**src/rtl/div_seq_pkg.sv**
```systemverilog
// Shared encodings for the EX-stage iterative divider.
package div_seq_pkg;

   // Sequencer states.
   typedef enum logic [1:0] {
      DivFree   = 2'b00,
      DivByZero = 2'b01,
      DivOn     = 2'b10,
      DivEnd    = 2'b11
   } div_state_e;

   // Result-valid encodings.
   localparam logic DivResultReady    = 1'b1;
   localparam logic DivResultNotReady = 1'b0;

   // Start-request encodings.
   localparam logic DivStart = 1'b1;
   localparam logic DivStop  = 1'b0;

   // The pipeline must be held in every state except END, where the result is
   // handed over and EX is allowed to advance.
   function automatic logic div_needs_hold(div_state_e state);
      return state != DivEnd;
   endfunction

endpackage

```
**src/rtl/div_seq_step.sv**
```systemverilog
// One restoring shift-subtract step: subtract the divisor from the shifted partial
// remainder and keep the difference only when it does not go negative.
module div_seq_step #(
   parameter int unsigned WIDTH = 32
) (
   input  logic [WIDTH:0]   rem_i,
   input  logic [WIDTH-1:0] divisor_i,
   output logic [WIDTH:0]   rem_o,
   output logic             q_bit_o
);

   logic [WIDTH+1:0] diff;

   // One extra bit on top of the subtraction acts as the borrow / sign flag.
   always_comb begin
      diff    = {1'b0, rem_i} - {2'b00, divisor_i};
      q_bit_o = ~diff[WIDTH+1];
      rem_o   = q_bit_o ? diff[WIDTH:0] : rem_i;
   end

endmodule

```
**src/rtl/div_seq.sv**
```systemverilog
// Iterative DIV/DIVU sequencer for EX: one quotient bit per cycle, stalls the
// pipeline while busy and presents {remainder, quotient} for one cycle when done.
module div_seq
   import div_seq_pkg::*;
#(
   parameter int unsigned WIDTH = 32
) (
   input  logic               clk,
   input  logic               rst,
   input  logic               start_i,
   input  logic               signed_div_i,
   input  logic [WIDTH-1:0]   opdata1_i,
   input  logic [WIDTH-1:0]   opdata2_i,
   input  logic               annul_i,
   output logic [2*WIDTH-1:0] result_o,
   output logic               ready_o,
   output logic               stallreq_o
);

   localparam int unsigned      CntW    = (WIDTH > 1) ? $clog2(WIDTH) : 1;
   localparam logic [CntW-1:0] CntLast = CntW'(WIDTH - 1);
   localparam logic [CntW-1:0] CntOne  = CntW'(1);

   div_state_e         state_q;
   logic [CntW-1:0]    cnt_q;
   // {partial remainder (WIDTH+1 bits), dividend bits shifting out / quotient in}
   logic [2*WIDTH:0]   work_q;
   logic [WIDTH-1:0]   divisor_q;
   logic               neg_dividend_q;
   logic               neg_divisor_q;
   logic [2*WIDTH-1:0] result_q;
   logic               ready_q;

   logic [WIDTH-1:0]   op1_abs;
   logic [WIDTH-1:0]   op2_abs;
   logic [WIDTH:0]     rem_shift;
   logic [WIDTH:0]     step_rem;
   logic               step_q_bit;
   logic [2*WIDTH:0]   next_work;
   logic [WIDTH-1:0]   quot_raw;
   logic [WIDTH-1:0]   rem_raw;
   logic [WIDTH-1:0]   quot_fix;
   logic [WIDTH-1:0]   rem_fix;

   // The remainder never reaches the top bit of its field; keep lint quiet about it.
   logic unused_rem_msb;
   assign unused_rem_msb = work_q[2*WIDTH];

   // Operand magnitudes; absolute value only for signed divides.
   always_comb begin
      op1_abs = opdata1_i;
      op2_abs = opdata2_i;
      if (signed_div_i && opdata1_i[WIDTH-1]) begin
         op1_abs = -opdata1_i;
      end
      if (signed_div_i && opdata2_i[WIDTH-1]) begin
         op2_abs = -opdata2_i;
      end
   end

   // Shift the next dividend bit into the partial remainder ahead of the trial subtract.
   always_comb begin
      rem_shift = {work_q[2*WIDTH-1:WIDTH], work_q[WIDTH-1]};
   end

   div_seq_step #(
      .WIDTH (WIDTH)
   ) u_step (
      .rem_i     (rem_shift),
      .divisor_i (divisor_q),
      .rem_o     (step_rem),
      .q_bit_o   (step_q_bit)
   );

   // Next working register and the sign-corrected result of the final iteration.
   always_comb begin
      next_work = {step_rem, work_q[WIDTH-2:0], step_q_bit};
      quot_raw  = next_work[WIDTH-1:0];
      rem_raw   = step_rem[WIDTH-1:0];
      quot_fix  = (neg_dividend_q ^ neg_divisor_q) ? -quot_raw : quot_raw;
      rem_fix   = neg_dividend_q ? -rem_raw : rem_raw;
   end

   // Sequencer FSM with registered result and ready.
   always_ff @(posedge clk) begin
      if (rst) begin
         state_q        <= DivFree;
         cnt_q          <= '0;
         work_q         <= '0;
         divisor_q      <= '0;
         neg_dividend_q <= 1'b0;
         neg_divisor_q  <= 1'b0;
         result_q       <= '0;
         ready_q        <= DivResultNotReady;
      end else if (annul_i) begin
         state_q  <= DivFree;
         cnt_q    <= '0;
         result_q <= '0;
         ready_q  <= DivResultNotReady;
      end else begin
         unique case (state_q)
            DivFree: begin
               result_q <= '0;
               ready_q  <= DivResultNotReady;
               if (start_i == DivStart) begin
                  if (opdata2_i == '0) begin
                     state_q <= DivByZero;
                  end else begin
                     state_q        <= DivOn;
                     cnt_q          <= '0;
                     work_q         <= {{(WIDTH+1){1'b0}}, op1_abs};
                     divisor_q      <= op2_abs;
                     neg_dividend_q <= signed_div_i & opdata1_i[WIDTH-1];
                     neg_divisor_q  <= signed_div_i & opdata2_i[WIDTH-1];
                  end
               end
            end
            DivByZero: begin
               state_q  <= DivEnd;
               result_q <= '0;
               ready_q  <= DivResultReady;
            end
            DivOn: begin
               work_q <= next_work;
               cnt_q  <= cnt_q + CntOne;
               if (cnt_q == CntLast) begin
                  state_q  <= DivEnd;
                  result_q <= {rem_fix, quot_fix};
                  ready_q  <= DivResultReady;
               end
            end
            DivEnd: begin
               state_q  <= DivFree;
               result_q <= '0;
               ready_q  <= DivResultNotReady;
            end
            default: begin
               state_q  <= DivFree;
               result_q <= '0;
               ready_q  <= DivResultNotReady;
            end
         endcase
      end
   end

   // Outputs: result and ready are registered, the stall request is combinational.
   always_comb begin
      result_o   = result_q;
      ready_o    = ready_q;
      stallreq_o = (start_i == DivStart) & ~annul_i & div_needs_hold(state_q);
   end

endmodule

```
**config.mk**
```make
export PLATFORM = sky130hd
export DESIGN_NAME = div_seq
export DESIGN_NICKNAME = d
export VERILOG_FILES = /design/src/rtl/div_seq_pkg.sv /design/src/rtl/div_seq_step.sv /design/src/rtl/div_seq.sv
export SDC_FILE = /design/constraint.sdc
export NUM_CORES = 1
export LEC_CHECK = 0
export CORE_ASPECT_RATIO = 1.4
export CORE_MARGIN = 2
export CORE_UTILIZATION = 45
export DETAILED_ROUTE_END_ITERATION = 12
export PLACE_DENSITY = 0.62
export SKIP_CTS_REPAIR_TIMING = 1
export SLEW_MARGIN = 20
export SYNTH_ARGS = -nofsm -noshare
export SYNTH_HDL_FRONTEND = slang
export SYNTH_SLANG_ARGS = --single-unit
```
**constraint.sdc**
```tcl
create_clock -name clk -period 13 [get_ports clk]
set_input_delay 2.6 -clock clk [delete_from_list [all_inputs] [get_ports clk]]
set_output_delay 2.6 -clock clk [all_outputs]
set_load 0.03 [all_outputs]
```
==> results.py, run 1 <==
metrics = {
    "timing": {
        "maxSlewViolCount": 0,
        "period_needed_ps": 6730,
        "finalSetupTns_ps": 0,
        "hold_viol_final": 0,
        "worstMarginPinSlew_ps": 1080,
        "clock_skew_ps": 19.3,
        "relSlewSlack": 0.283,
        "fin_crit_sh": 0.518,
        "finalSetupViolCount": 0,
        "timing.fmax_mhz": 148,
        "rsz0062_at_grt": "no",
    },
    "setup_path": {
        "endpoint_kind": "output port",
        "reg2reg_slack_ps": 7270,
        "worstSetupStartpointType": "primary input",
        "crit_fanout": 4,
        "crit_required_ps": 10400,
        "r2r_start": "work_q[43]",
        "critPathKind": "primary input to output port",
        "cp_data_arrival_time_ps": 4130,
        "r2r_cells": 17,
        "worst_r2r_endpoint": "result_o[60]",
    },
    "synthesis": {
        "ys_seq_area_frac": 0.282,
        "ys_seq_elements": 170,
        "synth_flop_cell": "dfxtp_1",
        "syn-cell-area_sq_um": 12100,
        "yosysUniqueCellTypes": 94,
        "synth_edf_count": 0,
        "syn_avg_cell_area_sq_um": 7.45,
        "syn_inst": 1618,
        "postSynth.asyncResetShare": 0,
        "ys_warn_count": 0,
        "synth.net_count": 1730,
    },
    "global_routing": {
        "overflow": 0,
        "grt_pass1_vias": 11100,
        "grt_start_max_net_pins": 100,
        "grt_pass1_wl_mm": 57.8,
        "track_usage": 0.259,
        "antenna_found_initial": 0,
    },
    "drt": {
        "vias": 11700,
        "vias_per_cell": 5.79,
        "wirelength_mm": 36.1,
        "drt_first_pass_iters": 7,
        "ant_nets": 0,
        "wl_per_cell_microns": 17.9,
        "drt_iter0_markers": 746,
        "drc": 0,
    },
    "clocking": {
        "clock_latency_ps": 450,
        "clk_pin_slew_ps": 70,
        "cts_tree": "done",
        "cts-root-buf": "clkbuf_16",
        "cts_made_buffers": 17,
        "cts.htree.levels": 4,
        "clock-sinks": 170,
        "cts_max_path_buffers": 2,
    },
    "placed_design": {
        "gp_congestion": 0.912,
        "dpl.hpwl_mm": 26.3,
        "port_buffers": 134,
    },
    "hold_path": {
        "worstHoldStart": "result_o[54]",
        "hp-class": "flop to flop",
        "hold_end": "result_o[54]",
        "worstHoldPathCells": 2,
    },
    "die": {
        "start_util": 0.459,
        "num_rows": 70,
        "core_area_sq_um": 26300,
        "dieArea_sq_um": 28100,
        "die_w_microns": 142,
        "die_h_microns": 198,
        "ioPinCount": 135,
    },
    "power": {
        "p_leak_nw": 5.07,
        "total_power_w": 0.00139,
        "power_density_nw_per_um2": 99.5,
        "ir_drop_mv": 0.0946,
    },
    "cells_and_area": {
        "final_layout_size_suffix_gt1_frac": 0.0566,
        "layout.nets": 1794,
        "area_growth_pct": 15.5,
        "diodes": 0,
    },
    "outcome": {
        "outcome": "completed",
    },
    "flow_run": {
        "maxCapViolations": 0,
    },
}
-- how the worst max path moves through the flow --
stage	start	depth (start not counted)	endpoint	slack (ps)
final	start_i	4	stallreq_o	6270
after global routing	start_i	4	stallreq_o	6200
after CTS	start_i	4	stallreq_o	6250
after detailed placement	start_i	4	stallreq_o	6260
after global placement	start_i	4	stallreq_o	6250
after floorplan	start_i	2	stallreq_o	7170
-- per-stage QoR --
stage	hold slack [ps]	util	cell area [sq um]	cells	setup slack (ps)
global route	467	0.530	13900	2019	6200
CTS	453	0.530	13900	2019	6250
finish	453	0.530	13900	2019	6270
global placement	441	0.509	13400	1987	6250
detailed placement	443	0.509	13400	1987	6260
floorplan	432	-	12100	1618	7170
-- registers in the layout, indices dropped and copies added, names as in the netlist --
signal / cells
result_o: 64
work_q: 64
divisor_q: 32
cnt_q: 5
state_q: 2
neg_dividend_q: 1
neg_divisor_q: 1
ready_o: 1
-- kinds of logic (layout without fill, tap and decap cells) --
kind of cell | after synthesis | after routing | share of synthesized area
flops | 170 | 170 | 0.282
compound gates | 459 | 459 | 0.248
buf+inv | 164 | 241 | 0.0642
xor+xnor | 129 | 129 | 0.0937
simple gates | 611 | 611 | 0.231
mux | 42 | 42 | 0.0356
fa+ha+maj | 43 | 43 | 0.0452
-- routing by layer --
metal,track usage,part of all wire,up-vias
li1,-,-,5846
met1,0.303,0.41,5437
met2,0.471,0.51,324
met3,0.0406,0.047,76
met4,0.103,0.033,0
met5,0,0,-
-- cell usage in the layout (no fill, tap or decap), drive strengths merged, types with 4 or more instances in the layout --
cell type,n
and3,20
inv,72
and2,9
nor3,39
or3,31
o41ai,10
a21oi,166
or2,9
clkinv,6
a211o,4
nand3,38
nand2,206
a311oi,8
a221oi,4
nor4,13
o31ai,20
nor2b,5
nand2b,5
nand4b,4
nor2,205
a21o,14
o21ai,98
nand4,10
o21a,10
clkdlybuf4s50,133
a2111oi,4
ha,42
xor2,52
buf,9
clkbuf,17
a211oi,58
dfxtp,170
o211ai,13
mux2,4
or4,7
o21bai,5
xnor2,77
a31oi,17
mux2i,38
-- power by group --
part / internal (W) / switching [W] / leakage (nW)
Combinational: 0.000122 / 0.000206 / 3.42
Clock: 0.000267 / 0.000237 / 0.274
Sequential: 0.000537 / 0.0000171 / 1.38
Total: 0.000926 / 0.000460 / 5.07
-- worst max-delay path, cell delays in order --
cell and delay (ps):
clkdlybuf4s50_1 520, nor2b_1 200, nor2b_1 140, clkdlybuf4s50_1 670
-- cell usage after synthesis, drive strengths merged (4+ instances only) --
cell | n | area (sq um)
a2111oi | 4 | 53.8
nand4b | 4 | 35.0
and3 | 20 | 126
a211o | 4 | 35.0
mux2 | 4 | 45.0
a221oi | 4 | 41.3
nor3 | 39 | 200
dfxtp | 170 | 3400
o211ai | 13 | 111
nand2b | 5 | 31.3
a211oi | 58 | 453
inv | 66 | 250
a311oi | 8 | 70.1
o21a | 10 | 82.6
or4 | 7 | 63.8
xor2 | 52 | 455
or2 | 9 | 58.8
clkbuf | 63 | 238
nand3 | 38 | 190
o41ai | 10 | 110
nor2 | 205 | 772
or3 | 31 | 204
nor4 | 13 | 93.8
a21o | 14 | 105
o31ai | 20 | 174
xnor2 | 77 | 674
nand4 | 10 | 62.6
ha | 42 | 526
buf | 34 | 283
o21bai | 5 | 37.5
nor2b | 5 | 31.3
a21oi | 166 | 865
o21ai | 98 | 498
mux2i | 38 | 384
and2 | 9 | 56.3
a31oi | 17 | 106
nand2 | 206 | 783
-- area by class of cell --
type                       instances  area, sq um
inverter                          67          254
multi-input combinational       1284         7910
clock buffer                      17          425
clock inverter                    15          139
tap                              324          405
sequential                       170         3400
fill                            2633        12300
timing repair buffer             142         1400
No activity file was read; power rests on OpenSTA's default activity.
==> run 2: changes to the inputs <==
- PLACE_DENSITY: 0.62 -> 0.65
- clock period: 13 -> 5.6 ns (I/O delays scaled with it)
==> results.py, run 2 (same netlist as run 1, synthesis figures left out) <==
metrics = {
    "power": {
        "ir_drop_mv": 0.231,
        "power_density_nw_per_um2": 233,
        "total_power_w": 0.00327,
        "p_leak_nw": 5.11,
    },
    "setup_path": {
        "endpoint_kind": "flop",
        "worstSetupStartpointType": "flop",
        "r2r_cells": 17,
        "cp_data_arrival_time_ps": 5210,
        "r2r_start": "work_q[43]",
        "crit_fanout": 15,
        "reg2reg_slack_ps": 700,
        "critPathKind": "flop to flop",
        "crit_required_ps": 5910,
        "worst_r2r_endpoint": "result_o[54]",
    },
    "timing": {
        "timing.fmax_mhz": 204,
        "period_needed_ps": 4900,
        "hold_viol_final": 0,
        "whs_ps": 458,
        "clock_skew_ps": 10.0,
        "finalSetupViolCount": 0,
        "maxSlewViolCount": 0,
        "finalSetupTns_ps": 0,
        "fin_crit_sh": 0.875,
        "rsz0062_at_grt": "no",
        "relSlewSlack": 0.279,
        "worstMarginPinSlew_ps": 1080,
    },
    "clocking": {
        "cts_max_path_buffers": 2,
        "clock_latency_ps": 450,
        "cts_made_buffers": 17,
        "cts_tree": "done",
        "clk_pin_slew_ps": 70,
        "cts.htree.levels": 4,
        "cts-root-buf": "clkbuf_16",
        "clock-sinks": 170,
    },
    "placed_design": {
        "dpl.hpwl_mm": 28.4,
        "port_buffers": 134,
        "gp_congestion": 0.938,
    },
    "cells_and_area": {
        "final_common_cell": "nand2_1",
        "fin_util": 0.532,
        "register_area_sq_um": 3400,
        "multi_input_area_sq_um": 7900,
        "area_growth_pct": 16.0,
        "diodes": 0,
        "final_layout_size_suffix_gt1_frac": 0.0589,
        "layout.nets": 1798,
        "final_cell_mix": "204 x nand2_1, 203 x nor2_1, 170 x dfxtp_1",
        "fillers": 2630,
    },
    "global_routing": {
        "grt_pass1_wl_mm": 60.0,
        "grt_util_met3": 0.0368,
        "overflow": 0,
        "antenna_found_initial": 0,
        "grt_pass1_vias": 11400,
        "use_met2": 0.498,
        "grt_start_max_net_pins": 100,
        "grt_busiest_layer": "met2",
        "track_usage": 0.272,
        "gr-usage-met1": 0.307,
    },
    "die": {
        "num_rows": 70,
        "core_area_sq_um": 26300,
        "die_h_microns": 198,
        "die_w_microns": 142,
        "dieArea_sq_um": 28100,
        "start_util": 0.459,
        "ioPinCount": 135,
    },
    "drt": {
        "wirelength_mm": 38.0,
        "ant_nets": 0,
        "drt_iter0_markers": 774,
        "vias": 11800,
        "vias_per_cell": 5.85,
        "wl_per_cell_microns": 18.8,
        "drt_first_pass_iters": 5,
        "drc": 0,
    },
    "outcome": {
        "outcome": "completed",
    },
    "hold_path": {
        "worstHoldPathCells": 2,
        "hp-class": "flop to flop",
        "worstHoldStart": "result_o[63]",
        "hold_end": "result_o[63]",
    },
    "flow_run": {
        "maxCapViolations": 0,
    },
}
run 2: changes by cell type in the layout (fill, tap and decap cells not counted), sizes merged:
cell and delta:
inv +2, clkinv -1, buf +4, clkinvlp -1
run 2: power breakdown:
group | internal, W | switching (W)
Clock | 0.000632 | 0.000564
Combinational | 0.000287 | 0.000495
Sequential | 0.00125 | 0.0000418
run 2: critical path, stage by stage (launching register included):
cell	delay [ps]
dfxtp_1	510
ha_1	380
a21oi_1	170
o21ai_1	110
and3_1	220
or2_4	260
o211ai_4	420
nand2_4	240
o21ai_0	340
ha_1	320
nand4_1	160
nor4_2	290
nand3_1	260
nor3_1	290
o211ai_1	190
o31ai_1	360
xnor2_1	160
o21ai_1	70
run 2: worst max path at each step:
stage	start	to	slack, ps	cells past startpoint
after floorplan	divisor_q[28]	result_o[60]	1350	20
after detailed placement	work_q[43]	result_o[54]	820	17
after CTS	work_q[43]	result_o[54]	790	17
final	work_q[43]	result_o[54]	700	17
after global routing	work_q[43]	result_o[60]	290	17
after global placement	work_q[43]	result_o[54]	970	17
run 2: area by class of cell:
cell class | instances | area share
well taps | 324 | 0.0290
clock inverters | 15 | 0.0114
multi-input cells | 1284 | 0.565
clock buffers | 17 | 0.0304
inverters | 67 | 0.0182
repair buffers | 146 | 0.103
flip-flops and latches | 170 | 0.243
run 2: stage by stage:
step           area [sq um]  worst slack, ps  cells
6_report              14000              700   2023
4_1_cts               14000              787   2023
5_1_grt               14000              293   2023
3_3_place_gp          13400              970   1991
2_1_floorplan         12100             1350   1618
3_5_place_dp          13400              823   1991
run 2: routing by layer:
layer | part of all wire | up-vias
met2 | 0.51 | 374
met5 | 0 | -
met1 | 0.40 | 5508
li1 | - | 5861
met3 | 0.046 | 91
met4 | 0.047 | 0
==> run 3: changes to the inputs <==
- SETUP_SLACK_MARGIN: not set -> 0.1
==> results of run 3 <==
The final DEF is identical to that of run 2; final timing and power are the same.
